### config.mk
export PLATFORM = sky130hd
export DESIGN_NAME = retospect_bs_loader
export DESIGN_NICKNAME = d
export VERILOG_FILES = /design/src/rtl/retospect_bs_loader.sv
export SDC_FILE = /design/constraint.sdc
export NUM_CORES = 1
export LEC_CHECK = 0
export ABC_AREA = 1
export CORE_MARGIN = 4
export CORE_UTILIZATION = 35
export CTS_CLUSTER_DIAMETER = 150
export DETAILED_ROUTE_END_ITERATION = 16
export GPL_TIMING_DRIVEN = 0
export PLACE_DENSITY = 0.51
export SLEW_MARGIN = 15
export SYNTH_ARGS = -nofsm -noshare
export SYNTH_HDL_FRONTEND = slang
export SYNTH_SLANG_ARGS = --single-unit
### constraint.sdc
create_clock -name clk -period 2.8 [get_ports clk]
set_clock_uncertainty 0.1 [all_clocks]
set_input_delay 0.7 -clock clk [delete_from_list [all_inputs] [get_ports clk]]
set_output_delay 0.7 -clock clk [all_outputs]
set_load 0.005 [all_outputs]
### src/rtl/retospect_bs_loader.sv
// rtl/retospect_bs_loader.sv - serialises config bytes onto the neurochip shift chain,
// captures the bits returning from the far end as readback bytes, then pulses nn_reset.
module retospect_bs_loader #(
    parameter int CHAIN_LEN = 523,
    parameter int CNT_W     = 10
) (
    input  logic       clk,
    input  logic       reset,
    input  logic       start,
    input  logic [7:0] in_data,
    input  logic       in_valid,
    output logic       in_ready,
    output logic [7:0] rb_data,
    output logic       rb_valid,
    output logic       config_en,
    output logic       bs_out,
    input  logic       bs_ret,
    output logic       nn_reset,
    output logic       busy,
    output logic       done,
    output logic       err_underrun
);
    localparam int NBYTES = (CHAIN_LEN + 7) / 8;
    localparam int ACC_W  = $clog2(NBYTES + 1);
    localparam logic [ACC_W-1:0] NBYTES_A = ACC_W'(NBYTES);
    localparam logic [1:0]       PRIME_N  = (NBYTES < 2) ? 2'(NBYTES) : 2'd2;
    localparam logic [CNT_W-1:0] LAST_BIT = CNT_W'(CHAIN_LEN - 1);

    typedef enum logic [2:0] {S_IDLE, S_PRIME, S_SHIFT, S_ARM, S_DONE, S_ERROR} state_t;

    state_t           state_q, state_d;
    logic [7:0]       fifo_q [2];
    logic [7:0]       fifo_d [2];
    logic             wr_ptr_q, wr_ptr_d, rd_ptr_q, rd_ptr_d;
    logic [1:0]       fifo_cnt_q, fifo_cnt_d;
    logic [ACC_W-1:0] acc_q, acc_d;
    logic [7:0]       shreg_q, shreg_d;
    logic [CNT_W-1:0] bit_cnt_q, bit_cnt_d;
    logic             starve_q, starve_d;
    logic             err_q, err_d;
    logic [7:0]       rb_sh_q, rb_sh_d, rb_data_q, rb_data_d;
    logic             rb_valid_q, rb_valid_d;

    logic       start_acc, push, pop, prime_ok, at_last, byte_end;
    logic [7:0] rb_byte;

    assign start_acc = start && (state_q == S_IDLE || state_q == S_ERROR);
    assign push      = in_valid && in_ready;
    assign prime_ok  = fifo_cnt_q >= PRIME_N;
    assign at_last   = bit_cnt_q == LAST_BIT;
    assign byte_end  = bit_cnt_q[2:0] == 3'd7;
    // A fresh byte starts from zero so the final partial byte comes out zero-padded.
    assign rb_byte   = ((bit_cnt_q[2:0] == 3'd0) ? 8'h00 : rb_sh_q)
                       | (8'({7'b0, bs_ret}) << bit_cnt_q[2:0]);

    assign rb_data      = rb_data_q;
    assign rb_valid     = rb_valid_q;
    assign err_underrun = err_q;

    always_ff @(posedge clk) begin
        if (reset) begin
            state_q <= S_IDLE;
        end else begin
            state_q <= state_d;
        end
    end

    always_comb begin
        state_d = state_q;
        case (state_q)
            S_IDLE:  if (start) state_d = S_PRIME;
            S_PRIME: if (prime_ok) state_d = S_SHIFT;
            S_SHIFT: begin
                if (starve_q)     state_d = S_ERROR;
                else if (at_last) state_d = S_ARM;
            end
            S_ARM:   state_d = S_DONE;
            S_DONE:  state_d = S_IDLE;
            S_ERROR: if (start) state_d = S_PRIME;
            default: state_d = S_IDLE;
        endcase
    end

    always_comb begin
        busy      = state_q != S_IDLE && state_q != S_ERROR;
        config_en = state_q == S_SHIFT && !starve_q;
        bs_out    = config_en && shreg_q[0];
        nn_reset  = state_q == S_ARM;
        done      = state_q == S_DONE;
        in_ready  = busy && fifo_cnt_q != 2'd2 && acc_q != NBYTES_A;
        pop       = (state_q == S_PRIME && prime_ok)
                    || (config_en && byte_end && !at_last && fifo_cnt_q != 2'd0);
    end

    always_comb begin
        fifo_d     = fifo_q;
        wr_ptr_d   = wr_ptr_q;
        rd_ptr_d   = rd_ptr_q;
        fifo_cnt_d = fifo_cnt_q;
        acc_d      = acc_q;
        shreg_d    = shreg_q;
        bit_cnt_d  = bit_cnt_q;
        err_d      = err_q;
        rb_sh_d    = rb_sh_q;
        rb_data_d  = rb_data_q;
        rb_valid_d = 1'b0;
        // The chain cannot pause, so a missing byte at a boundary aborts the frame next cycle.
        starve_d   = config_en && byte_end && !at_last && fifo_cnt_q == 2'd0;
        if (start_acc) begin
            wr_ptr_d   = 1'b0;
            rd_ptr_d   = 1'b0;
            fifo_cnt_d = 2'd0;
            acc_d      = '0;
            bit_cnt_d  = '0;
            err_d      = 1'b0;
        end else begin
            if (push) begin
                fifo_d[wr_ptr_q] = in_data;
                wr_ptr_d         = ~wr_ptr_q;
                acc_d            = acc_q + 1'b1;
            end
            if (pop) rd_ptr_d = ~rd_ptr_q;
            case ({push, pop})
                2'b10:   fifo_cnt_d = fifo_cnt_q + 2'd1;
                2'b01:   fifo_cnt_d = fifo_cnt_q - 2'd1;
                default: fifo_cnt_d = fifo_cnt_q;
            endcase
            if (pop)            shreg_d = fifo_q[rd_ptr_q];
            else if (config_en) shreg_d = {1'b0, shreg_q[7:1]};
            if (config_en) bit_cnt_d = bit_cnt_q + 1'b1;
            if (state_q == S_SHIFT && starve_q) err_d = 1'b1;
        end
        if (config_en) begin
            rb_sh_d = rb_byte;
            if (byte_end || at_last) begin
                rb_data_d  = rb_byte;
                rb_valid_d = 1'b1;
            end
        end
    end

    always_ff @(posedge clk) begin
        if (reset) begin
            fifo_q[0]  <= 8'h00;
            fifo_q[1]  <= 8'h00;
            wr_ptr_q   <= 1'b0;
            rd_ptr_q   <= 1'b0;
            fifo_cnt_q <= 2'd0;
            acc_q      <= '0;
            shreg_q    <= 8'h00;
            bit_cnt_q  <= '0;
            starve_q   <= 1'b0;
            err_q      <= 1'b0;
            rb_sh_q    <= 8'h00;
            rb_data_q  <= 8'h00;
            rb_valid_q <= 1'b0;
        end else begin
            fifo_q     <= fifo_d;
            wr_ptr_q   <= wr_ptr_d;
            rd_ptr_q   <= rd_ptr_d;
            fifo_cnt_q <= fifo_cnt_d;
            acc_q      <= acc_d;
            shreg_q    <= shreg_d;
            bit_cnt_q  <= bit_cnt_d;
            starve_q   <= starve_d;
            err_q      <= err_d;
            rb_sh_q    <= rb_sh_d;
            rb_data_q  <= rb_data_d;
            rb_valid_q <= rb_valid_d;
        end
    end
endmodule
==> metrics.txt <==
DR DRC count=0; sequential cell area fraction in the yosys report=0.425; R2R depth=12; CP top delay family=buffers and inverters; Sequential Area=between 0.001 and 0.0015 mm^2; most frequent cells in the layout=nand2_1 (89), dfxtp_1 (66), nor2_1 (65), inv_1 (42), o21ai_0 (42); synth warn=0; Setup crit end kind=primary output; vias per inst=between 4 and 5; Placer Congestion=between 0.7 and 0.8; Reg clk slew, reported paths=about 70 ps; CP startpoint=state_q[2]; TNS Setup=0 ps; syn_nets=about 470; worst path bufs/invs=2; CP endpoint=bs_out; worst setup slack after layout=~150 ps; most common cell after layout, fill and taps aside=nand2_1; largest net degree at the start of global routing=21; core region area=0.00876 mm^2; Detail Placement HPWL=about 5500 um; Core Rows=34; final net count=around 500; Syn Inst Count=451; Worst R2R Setup Slack=around 290 ps; Pre-antenna DRT Iters=4; Combinational Power Share=0.085; Worst path slowest cell=clkdlybuf4s50_1; I/O pin count=29; Sw Pwr=0.465 mW; Levels on crit path=5; endpoint arrival time on the critical path=~1900 ps; CTS Buf Count=9; period utilisation layout=0.946; worst path cell trace=nor2_4 -> nand3_4 -> buf_4 -> nor2_1 -> clkdlybuf4s50_1; Post-synth ARST share=0; Worst-Skew Late Latency=between 300 and 400 ps; Routed wire per std cell=between 10 and 15 um; initial antenna violation count=0; H-tree levels=3; vias in the first global route=2650; min-delay src=rb_sh_q[7]; CTS tree=yes; RSZ-0062 raised after global routing=false; Worst Setup Start Kind=flop; Setup Buffers After CTS=0; multi-input logic area=between 0.0015 and 0.002 mm^2; DR iter-0 viols=126; grt ovf=0; power share of the clock group=0.386; Die ar.=approximately 0.011 mm^2; Critical R2R Capture=fifo_cnt_q[1]; sequential power share=0.529; post-cts resize count=2; Final Hold Viols=0; GRT Total Usage=0.157; antenna-violating nets left=0; CP peak stage delay=between 500 and 600 ps; Antenna Cells=0; Die Wd=around 100 um; Initial Util=0.360; number of synthesized flops with an enable pin=0; pre-CTS WS=approximately 70 ps; Fill cells=925; Pwr per Cell Area=~500 mW/mm^2; P_int=~1.4 mW; # hold bufs at CTS=0; synthesis-stage register bit count=67; ys flop type=dfxtp_1; Chip Height=about 100 um; DR vias=around 2900; final slew viol count=0; worst slew pin tran=around 540 ps; largest buffer count on any clock path=2; status=finished clean; syn_area_per_cell=7.00 um^2; WL final=between 7000 and 8000 um; clock sink count=67; Tmin final=2650 ps; synth-to-layout area growth=18.5%; Crit path required time=~2000 ps; root buffer cell=clkbuf_8; Slew headroom=0.638; Critical Path Fanout Max=10; fraction of layout cells with a size suffix above 1=0.0832; distinct cell type count after synthesis=33; synthesized area=0.00316 mm^2; final core occ=0.427; static leakage=about 1.5 nW; Worst IR Drop VDD=0.000222 V; Fmax achieved=approximately 380 MHz; Hold Crit Class=reg2reg; Max-Cap Viols=0; switching share of power=0.249; Finish-stage setup viols=0; Reg-to-Reg Start=bit_cnt_q[0]; I/O Buffers=28; first-pass GRT wire length=approximately 13000 um; Crit Path Class=reg2out
## cell families after synthesis
family / count (synthesis) / synth area share
AND/OR/NAND/NOR: 225 / 0.315
AO/OA/AOI/OAI: 83 / 0.136
XOR/XNOR: 7 / 0.0194
buffers and inverters: 62 / 0.0769
adder cells (fa/ha/maj): 7 / 0.0277
flip-flops: 67 / 0.425
## power groups by stage
stage                     Sequential [mW]  Clock (mW)  Combinational (mW)
after floorplan                      1.01           0              0.0971
after global placement               1.01           0               0.159
after detailed placement             1.01           0               0.160
after CTS                           0.989       0.748               0.161
after global routing                0.990       0.794               0.181
final                               0.989       0.721               0.158
## worst register-to-register path, stage by stage, from the launching register on
cell	delay [ps]
dfxtp_1	470
inv_1	160
ha_1	230
nand2_1	60
nor2_1	50
nand3_1	200
nand3_2	230
nand2_2	200
ha_1	290
a21oi_1	110
o21ai_0	100
xor2_1	140
nor2_1	50
## how the worst min path moves through the flow
stage,cells past startpoint,endpoint
2_1_floorplan,2,rb_sh_q[1]
3_3_place_gp,2,rb_sh_q[7]
3_5_place_dp,2,rb_sh_q[7]
4_1_cts,2,rb_sh_q[7]
5_1_grt,2,rb_sh_q[7]
6_report,2,rb_sh_q[7]
## flip-flops by register name, summed over array words and instances (netlist names)
name / cells
acc_q: 7
bit_cnt_q: 10
err_underrun: 1
fifo_cnt_q: 2
fifo_q: 16
rb_data: 8
rb_sh_q: 8
rb_valid: 1
rd_ptr_q: 1
shreg_q: 8
starve_q: 1
state_q: 3
wr_ptr_q: 1
## synth_stat cells (5+ instances only)
master | n | share of area
a21oi_1 | 32 | 0.051
nor2_1 | 65 | 0.077
ha_1 | 7 | 0.028
o21ai_0 | 42 | 0.067
nor3_1 | 12 | 0.019
nand3_1 | 35 | 0.055
inv_2 | 5 | 0.0059
nand2_1 | 89 | 0.11
buf_2 | 5 | 0.0079
xor2_1 | 5 | 0.014
dfxtp_1 | 67 | 0.42
nand4_1 | 5 | 0.0099
inv_1 | 42 | 0.050
clkbuf_1 | 8 | 0.0095
## final cells by class
cell class                      count  share of cell area
Clock inverter                      2             0.00267
Buffer                             12              0.0150
Multi-Input combinational cell    322               0.421
Inverter                           48              0.0485
Timing Repair Buffer               28              0.0749
Clock buffer                       14              0.0435
Sequential cell                    67               0.359
Tap cell                          108              0.0361
## through the flow
| stage | power, mW | hold WS [ps] | instance area [um^2] | cells |
|---|---|---|---|---|
| after global routing | 1.97 | 382 | 3740 | 601 |
| after CTS | 1.90 | 360 | 3740 | 601 |
| after floorplan | 1.10 | 327 | 3160 | 451 |
| after detailed placement | 1.17 | 350 | 3570 | 587 |
| final | 1.87 | 361 | 3740 | 601 |
| after global placement | 1.17 | 344 | 3570 | 587 |
## metal layers
layer / vias up / track usage / part of all wire
met4: 0 / 0.0677 / 0.017
met5: - / 0 / 0
met2: 40 / 0.247 / 0.47
met3: 9 / 0.0338 / 0.033
met1: 1341 / 0.208 / 0.48
li1: 1540 / - / -
No activity file was read; power rests on OpenSTA's default activity.
